===== config.mk =====
export PLATFORM = sky130hd
export DESIGN_NAME = cgra_mem_port_arbiter
export DESIGN_NICKNAME = d
export VERILOG_FILES = /design/src/rtl/cgra_mem_port_arbiter.sv
export SDC_FILE = /design/constraint.sdc
export NUM_CORES = 1
export LEC_CHECK = 0
export ABC_AREA = 1
export BUFFER_PORTS_ARGS = -buffer_cell sky130_fd_sc_hd__buf_2
export CAP_MARGIN = 20
export CORE_AREA = 4 4 120 122
export CTS_CLUSTER_SIZE = 30
export DETAILED_ROUTE_END_ITERATION = 8
export DIE_AREA = 0 0 124 126
export GPL_TIMING_DRIVEN = 0
export PLACE_DENSITY = 0.71
export RECOVER_POWER = 100
export SYNTH_ARGS = -nofsm -noshare
export SYNTH_HDL_FRONTEND = slang
export SYNTH_SLANG_ARGS = --single-unit
export TNS_END_PERCENT = 30

===== constraint.sdc =====
create_clock -name clk_i -period 2.32 [get_ports clk_i]
set_input_delay 0.116 -clock clk_i [delete_from_list [all_inputs] [get_ports clk_i]]
set_output_delay 0.116 -clock clk_i [all_outputs]
set_load 0.02 [all_outputs]

===== src/rtl/cgra_mem_port_arbiter.sv =====
// Round-robin arbiter of N CGRA load/store ports onto one single-ported SRAM bank,
// plus an idle-driven retention FSM. Optional counters: CGRA_MEM_ARB_PERF_CNT_EN.
module cgra_mem_port_arbiter #(
  parameter int NUM_PORTS       = 4,
  parameter int NUM_WORDS       = 1024,
  parameter int RET_IDLE_CYCLES = 64,
  parameter int WAKE_CYCLES     = 2,
  localparam int AddrWidth      = ($clog2(NUM_WORDS) < 1) ? 1 : $clog2(NUM_WORDS)
) (
  input  logic                           clk_i,
  input  logic                           rst_i,
  input  logic [NUM_PORTS-1:0]           req_i,
  input  logic [NUM_PORTS-1:0]           we_i,
  input  logic [NUM_PORTS*AddrWidth-1:0] addr_i,
  input  logic [NUM_PORTS*32-1:0]        wdata_i,
  input  logic [NUM_PORTS*4-1:0]         be_i,
  output logic [NUM_PORTS-1:0]           gnt_o,
  output logic [NUM_PORTS-1:0]           rvalid_o,
  output logic [31:0]                    rdata_o,
  output logic                           sram_req_o,
  output logic                           sram_we_o,
  output logic [AddrWidth-1:0]           sram_addr_o,
  output logic [31:0]                    sram_wdata_o,
  output logic [3:0]                     sram_be_o,
  input  logic [31:0]                    sram_rdata_i,
  output logic                           sram_set_retentive_no,
  output logic                           busy_o,
`ifdef CGRA_MEM_ARB_PERF_CNT_EN
  input  logic                           perf_clr_i,
  output logic [31:0]                    perf_grant_cnt_o,
  output logic [31:0]                    perf_stall_cnt_o,
`endif
  output logic [1:0]                     dbg_state_o
);

  localparam int PtrW  = $clog2(NUM_PORTS);
  localparam int IdleW = (RET_IDLE_CYCLES < 1) ? 1 : $clog2(RET_IDLE_CYCLES + 1);
  localparam int WakeW = 4;

  typedef enum logic [1:0] {ST_ACTIVE = 2'd0, ST_RET = 2'd1, ST_WAKE = 2'd2} ret_state_e;

  ret_state_e       state_q, state_d;
  logic [PtrW-1:0]  rr_ptr_q, rr_ptr_d;
  logic [IdleW-1:0] idle_cnt_q, idle_cnt_d;
  logic [WakeW-1:0] wake_cnt_q, wake_cnt_d;
  logic [NUM_PORTS-1:0] rvalid_q;
  logic             rd_pend_q;

  logic             win_found;
  logic [PtrW-1:0]  win_idx;
  logic             grant_en;
  int               scan;

  // Handshake: a port's request is accepted in the cycle gnt_o[p] is high (req may
  // drop any time before that); exactly one cycle later rvalid_o[p] pulses with rdata_o.
  always_comb begin
    win_found = 1'b0;
    win_idx   = '0;
    scan      = 0;
    for (int i = 0; i < NUM_PORTS; i++) begin
      scan = int'(rr_ptr_q) + i;
      if (scan >= NUM_PORTS) scan = scan - NUM_PORTS;
      if (!win_found && req_i[scan]) begin
        win_found = 1'b1;
        win_idx   = PtrW'(scan);
      end
    end
  end

  assign grant_en = win_found && (state_q == ST_ACTIVE) && !rst_i;

  always_comb begin
    gnt_o        = '0;
    sram_req_o   = 1'b0;
    sram_we_o    = 1'b0;
    sram_addr_o  = '0;
    sram_wdata_o = '0;
    sram_be_o    = '0;
    rr_ptr_d     = rr_ptr_q;
    if (grant_en) begin
      gnt_o[win_idx] = 1'b1;
      sram_req_o     = 1'b1;
      sram_we_o      = we_i[win_idx];
      sram_addr_o    = addr_i[int'(win_idx)*AddrWidth +: AddrWidth];
      sram_wdata_o   = wdata_i[int'(win_idx)*32 +: 32];
      sram_be_o      = be_i[int'(win_idx)*4 +: 4];
      rr_ptr_d       = (win_idx == PtrW'(NUM_PORTS - 1)) ? '0 : win_idx + 1'b1;
    end
  end

  // Retention FSM: idle-driven entry, request-driven exit through a fixed wake window.
  always_comb begin
    state_d    = state_q;
    idle_cnt_d = idle_cnt_q;
    wake_cnt_d = wake_cnt_q;
    case (state_q)
      ST_ACTIVE: begin
        if (|req_i) begin
          idle_cnt_d = '0;
        end else if (!(|rvalid_q) && idle_cnt_q != IdleW'(RET_IDLE_CYCLES)) begin
          idle_cnt_d = idle_cnt_q + 1'b1;
        end
        if (RET_IDLE_CYCLES != 0 && idle_cnt_q == IdleW'(RET_IDLE_CYCLES)) state_d = ST_RET;
      end
      ST_RET: begin
        if (|req_i) begin
          state_d    = ST_WAKE;
          wake_cnt_d = WakeW'(WAKE_CYCLES);
        end
      end
      ST_WAKE: begin
        if (wake_cnt_q <= WakeW'(1)) begin
          state_d    = ST_ACTIVE;
          idle_cnt_d = '0;
          wake_cnt_d = '0;
        end else begin
          wake_cnt_d = wake_cnt_q - 1'b1;
        end
      end
      default: state_d = ST_ACTIVE;
    endcase
  end

  always_ff @(posedge clk_i) begin
    if (rst_i) begin
      state_q    <= ST_ACTIVE;
      rr_ptr_q   <= '0;
      idle_cnt_q <= '0;
      wake_cnt_q <= '0;
      rvalid_q   <= '0;
      rd_pend_q  <= 1'b0;
    end else begin
      state_q    <= state_d;
      rr_ptr_q   <= rr_ptr_d;
      idle_cnt_q <= idle_cnt_d;
      wake_cnt_q <= wake_cnt_d;
      rvalid_q   <= gnt_o;
      rd_pend_q  <= grant_en && !we_i[win_idx];
    end
  end

  // Responses are masked during reset so a pending one is dropped immediately.
  assign rvalid_o              = rst_i ? '0 : rvalid_q;
  assign rdata_o               = (rd_pend_q && !rst_i) ? sram_rdata_i : 32'd0;
  assign sram_set_retentive_no = (state_q != ST_RET);
  assign busy_o                = (|req_i) | (|rvalid_o);
  assign dbg_state_o           = state_q;

`ifdef CGRA_MEM_ARB_PERF_CNT_EN
  logic [31:0] grant_cnt_q, stall_cnt_q;
  logic        stall;

  assign stall = |(req_i & ~gnt_o);

  always_ff @(posedge clk_i) begin
    if (rst_i || perf_clr_i) begin
      grant_cnt_q <= '0;
      stall_cnt_q <= '0;
    end else begin
      if (grant_en && grant_cnt_q != 32'hFFFF_FFFF) grant_cnt_q <= grant_cnt_q + 32'd1;
      if (stall && stall_cnt_q != 32'hFFFF_FFFF) stall_cnt_q <= stall_cnt_q + 32'd1;
    end
  end

  assign perf_grant_cnt_o = grant_cnt_q;
  assign perf_stall_cnt_o = stall_cnt_q;
`endif

endmodule


Word level (Yosys, flattened, before mapping)
Index checks and enable logic that the tools add are counted.
{ "classes": {"mux": 48, "bitwise_logic": 1, "add_sub_neg": 10, "n_reduce_logical": 24, "eq_ne": 10, "order_cmp": 11, "mul": 1, "shift": 3} }
{ "ops": {"columns": ["cell", "n"], "rows": [
  ["32-bit 2-to-1 mux", 6],
  ["32-bit by 4-bit < comparator with 1-bit output (second input constant)", 4],
  ["128-bit by 8-bit variable part select with 32-bit output", 1],
  ["40-bit by 7-bit variable part select with 10-bit output", 1],
  ["7-bit 2-to-1 mux", 3],
  ["4-bit 2-to-1 mux", 5],
  ["1-bit 2-to-1 mux", 16],
  ["2-bit 2-to-1 mux", 8],
  ["16-bit by 5-bit variable part select with 4-bit output", 1],
  ["7-bit case mux with 2 select lines", 1],
  ["4-bit OR reduction", 3],
  ["3-bit by 3-bit subtractor with 4-bit output (second input constant)", 3],
  ["1-bit binary-select mux with 2-bit select", 5],
  ["10-bit 2-to-1 mux", 1],
  ["3-bit greater-or-equal comparator (second input constant)", 3],
  ["1-bit logical AND", 9],
  ["4-bit case mux with 2 select lines", 1],
  ["7-bit by 1-bit adder with 7-bit output (second input constant)", 1],
  ["7-bit == test (second input constant)", 1],
  ["7-bit inequality test (second input constant)", 1],
  ["2-bit by 2-bit adder with 3-bit output (second input constant)", 2],
  ["1-bit zero test", 6],
  ["2-bit case mux with 3 select lines", 1],
  ["3-bit AND reduction", 2],
  ["other kinds (19)", 23]
]} }
{ "totals": {"in_bits": 226, "ff_bits": 20, "wordCells": 114, "out_inout_bits": 92} }

Logic depth before layout (Yosys ltp)
{ "logic_depth": {"ltp_word": 20, "depth_mapped": 16, "ltp_nobuf": 14} }

Least setup slack after synthesis
No wires, ideal clock.
{ "synth_path": {"path_kind": "register to output", "start": "register state_q[1], in the netlist dbg_state_o[1]", "end": "output port sram_addr_o[0]", "setup_slack_ns": 0.295, "stages_incl_launch_ff": 8, "t_arrival_ns": 1.909, "path_cell_list": "dfxtp_1 nor2_1 nand2_1 nor2_1 inv_1 buf_2 clkbuf_1 a21oi_1"} }
{ "synth_between": {"elab_chain_cells": 4} }
{ "synth_rtl": {"columns": ["item", "line", "rtl"], "rows": [
  ["start: declaration", "42", "ret_state_e state_q, state_d;"],
  ["start signal: assignment", "133", "state_q <= state_d;"],
  ["2-bit zero test", "70", "assign grant_en = win_found && (state_q == ST_ACTIVE) && !rst_i;"],
  ["1-bit logical AND (2 in a row)", "70", null],
  ["10-bit 2-to-1 mux", "80", "if (grant_en) begin"],
  ["end: declaration", "22", "output logic [AddrWidth-1:0] sram_addr_o,"]
]} }
Every way passes these cells.

Worst setup path in the final report
{ "layout_path": {"start": "register rr_ptr_q[0]", "end": "output port sram_wdata_o[24]"} }
{ "layout_between": {"elab_chain_cells": 18, "word_cells_on_any_way": 45, "classes_between": "7 x add/sub; 4 x order compare; 1 x shift; 25 x mux; 8 x reduce/logical"} }
{ "layout_rtl": {"columns": ["item", "line", "rtl"], "rows": [
  ["start: declaration", "43", "logic [PtrW-1:0] rr_ptr_q, rr_ptr_d;"],
  ["start signal: assignment", "134", "rr_ptr_q <= rr_ptr_d;"],
  ["branches (longest 17 deep; another with 3-bit by 3-bit subtractor with 4-bit output)", null, null],
  ["32-bit 2-to-1 mux (*)", "80", null],
  ["end: declaration", "23", "output logic [31:0] sram_wdata_o,"]
]} }
Mark *: on every way between the ends. The select of a mux whose other input is x is not followed.

==> flow_metrics.env <==
export IMPL_synth_flop_cell="dfxtp_1"
export IMPL_hold_path_startpoint="rst_i"
export IMPL_cts_htree_levels=1
export IMPL_grt_overflow_total=0
export IMPL_grt_max_degree=12
export IMPL_cts_tree="yes"
export IMPL_cts_hold_buf=0
export IMPL_cp_required_ns=2.20
export IMPL_start_util_pct=30.3
export IMPL_core_mm2=0.0132
export IMPL_async_flop_share_pct=0
export IMPL_vias_per_cell=4.93
export IMPL_setup_ws_ns=-0.0777
export IMPL_drtAntennaViolNets=0
export IMPL_fmax_mhz=417
export IMPL_drc=0
export IMPL_outcome="finished with violations"
export IMPL_final_layout_size_suffix_gt1_share_pct=36.6
export IMPL_critical_path_class="flop to output port"
export IMPL_fin_crit_sh_pct=103
export IMPL_fill_cells=1445
export IMPL_finalCriticalPeriod_ns=2.40
export IMPL_dp_slack_ns=-0.274
export IMPL_clock_latency_ns=0.25
export IMPL_ios=318
export IMPL_worst_clock_skew_ns=0.00273
export IMPL_cts_buffers=3
export IMPL_most_common_layout_cells="buf_2, nand2_1, inv_1"
export IMPL_crit_start="rr_ptr_q[0]$_SDFFE_PP0P_"
export IMPL_cts_sinks=20
export IMPL_synth_warnings=0
export IMPL_area_delta_synth_final_pct=66.3
export IMPL_hpwlAfterDp_um=16300
export IMPL_r2r_start="rr_ptr_q[0]$_SDFFE_PP0P_"
export IMPL_crit_slowest_cell="dfxtp_2"
export IMPL_tightest_slew_ns=0.705
export IMPL_rsz0062_at_grt="yes"
export IMPL_crit_top_cell="nand2_2"
export IMPL_drt_wirelength_per_cell_um=15.8
export IMPL_die_h_um=126
export IMPL_gr_usage_all_layers_pct=24.0
export IMPL_grt_pass1_wl_um=30000
export IMPL_setup_viol=25
export IMPL_antenna_found_initial=3
export IMPL_final_max_slew_viol_count=0
export IMPL_vias=6536
export IMPL_slowest_delay_ns=0.32
export IMPL_io_buffers=317
export IMPL_avgSynthCellArea_um2=4.91
export IMPL_synth_seq_cells=20
export IMPL_synth_seq_area_share_pct=10.0
export IMPL_gp_congestion=0.904
export IMPL_leakagePower_nw=3.97
export IMPL_clockBufferDepth=2
export IMPL_synth_edff_count=0
export IMPL_powerDensity_mw_per_mm2=1200
export IMPL_hold_violations=0
export IMPL_grt_pass1_vias=6061
export IMPL_violations="setup timing"
export IMPL_drtIter0Drc=373
export IMPL_worstPathArrival_ns=2.28
export IMPL_start_kind="flop"
export IMPL_rows=42
export IMPL_final_common_cell="buf_2"
export IMPL_yosysUniqueCellTypes=26
export IMPL_drt_pass1_iter_count=5
export IMPL_wl_um=20900
export IMPL_slew_limit_headroom_pct=53.0
export IMPL_cts_clk_slew_worst_paths_ns=0.06
export IMPL_hp_class="primary input to flop"
export IMPL_die_width_um=124
export IMPL_path_max_fanout=10
export IMPL_final_nets=1384
export IMPL_synth_fp_nets=1047
export IMPL_critPathCaptureType="output port"
export IMPL_ir_drop_v=0.000673
export IMPL_mappedNetlistArea_mm2=0.00400
export IMPL_crit_chain="buf_6 > inv_8 > nand2_2 > nand3_2 > nand2_1 > nand2_2 > nand2_2 > nand2_4 > nand3_4 > buf_8 > buf_8 > nand2_1 > nand3_2 > a21oi_2 > buf_6"
export IMPL_finish_utilization_pct=50.4
export IMPL_syn_instance_count=813
export IMPL_dieArea_mm2=0.0156
export IMPL_cap_violations=0
export IMPL_cts_root_buffer_cell="clkbuf_16"
==> metrics by stage <==
stage	power, W	cells	hold slack [ns]	setup TNS (ns)	area, um^2
2_1_floorplan	0.00418	813	0.306	0	4000
3_3_place_gp	0.00587	1306	0.471	-6.06	5800
3_5_place_dp	0.00590	1306	0.483	-8.06	5800
4_1_cts	0.00732	1321	0.215	-1.49	6360
5_1_grt	0.00856	1327	0.239	-7.52	6650
6_report	0.00798	1327	0.224	-0.575	6650
==> critical path: cells and delay by family, from the launching register on <==
family,cells,cell delay [ns]
AO/OA/AOI/OAI,1,0.15
buffers and inverters,5,0.68
flip-flops,1,0.32
AND/OR/NAND/NOR,9,0.86
==> where the power goes <==
group	total (W)	internal, W	switching (W)
Sequential	0.000429	0.000392	0.0000370
Clock	0.000388	0.000263	0.000125
Combinational	0.00717	0.00296	0.00421
==> flip-flops by register name (all words and copies together), names as in the netlist <==
| register | count |
|---|---|
| rd_pend_q | 1 |
| idle_cnt_q | 7 |
| wake_cnt_q | 4 |
| rr_ptr_q | 2 |
| dbg_state_o | 2 |
| rvalid_q | 4 |
==> final timing paths <==
kind | endpoint | slack, ns | cells after the start
setup / recovery | sram_wdata_o[24] | -0.08 | 15
hold / removal | rr_ptr_q[0]$_SDFFE_PP0P_ | 0.22 | 4
setup reg to reg | rr_ptr_q[1]$_SDFFE_PP0P_ | 0.28 | 14
hold reg to reg | wake_cnt_q[0]$_SDFFE_PP0P_ | 0.49 | 1
==> area by class of cell <==
class,instances,area [um^2],area share [%]
timing repair buffer,333,1880,28.3
inverter,169,644,9.70
tap,176,220,3.31
clock buffer,4,88.8,1.34
antenna,2,5.00,0.0753
buffer,61,492,7.40
multi-input combinational,562,2910,43.8
sequential,20,403,6.06
==> cells in the mapped netlist, types with 5 or more instances <==
library cell  count  area, um^2
o21ai_0          10        50.1
buf_2            25         125
nand2_1         252         946
dfxtp_1          20         400
buf_1             5        18.8
inv_1           166         623
a21oi_1          55         275
nand4_1          97         607
nand3_1          61         305
buf_4             8        60.1
clkbuf_1         20        75.1
nor2_1           61         229
ha_1              8         100
==> what timing repair did <==
action | CTS | global route
pin swaps | 38 | 20
resized for setup | 121 | 84
endpoints found under the setup margin | 52 | 51
buffers inserted | 8 | 4
gates cloned | 3 | 1
==> cells by family after synthesis <==
family                     Yosys count  synth area share (%)
buffers and inverters              231                  24.1
DFF                                 20                  10.0
xor gates and xnor gates             1                 0.219
AOI/OAI and AO/OA                   67                  8.46
and+or+nand+nor                    486                  54.7
adders and majority gates            8                  2.51
==> layer usage <==
layer  GRT usage [%]  share of wire (%)  vias up
met5               0              0.033        -
met4            7.67                3.4        2
met3            4.26                9.1       59
met2            44.4                 50      366
met1            27.4                 37     2871
li1                -                  -     3238
Note: power is estimated with default switching activity, not from simulation.
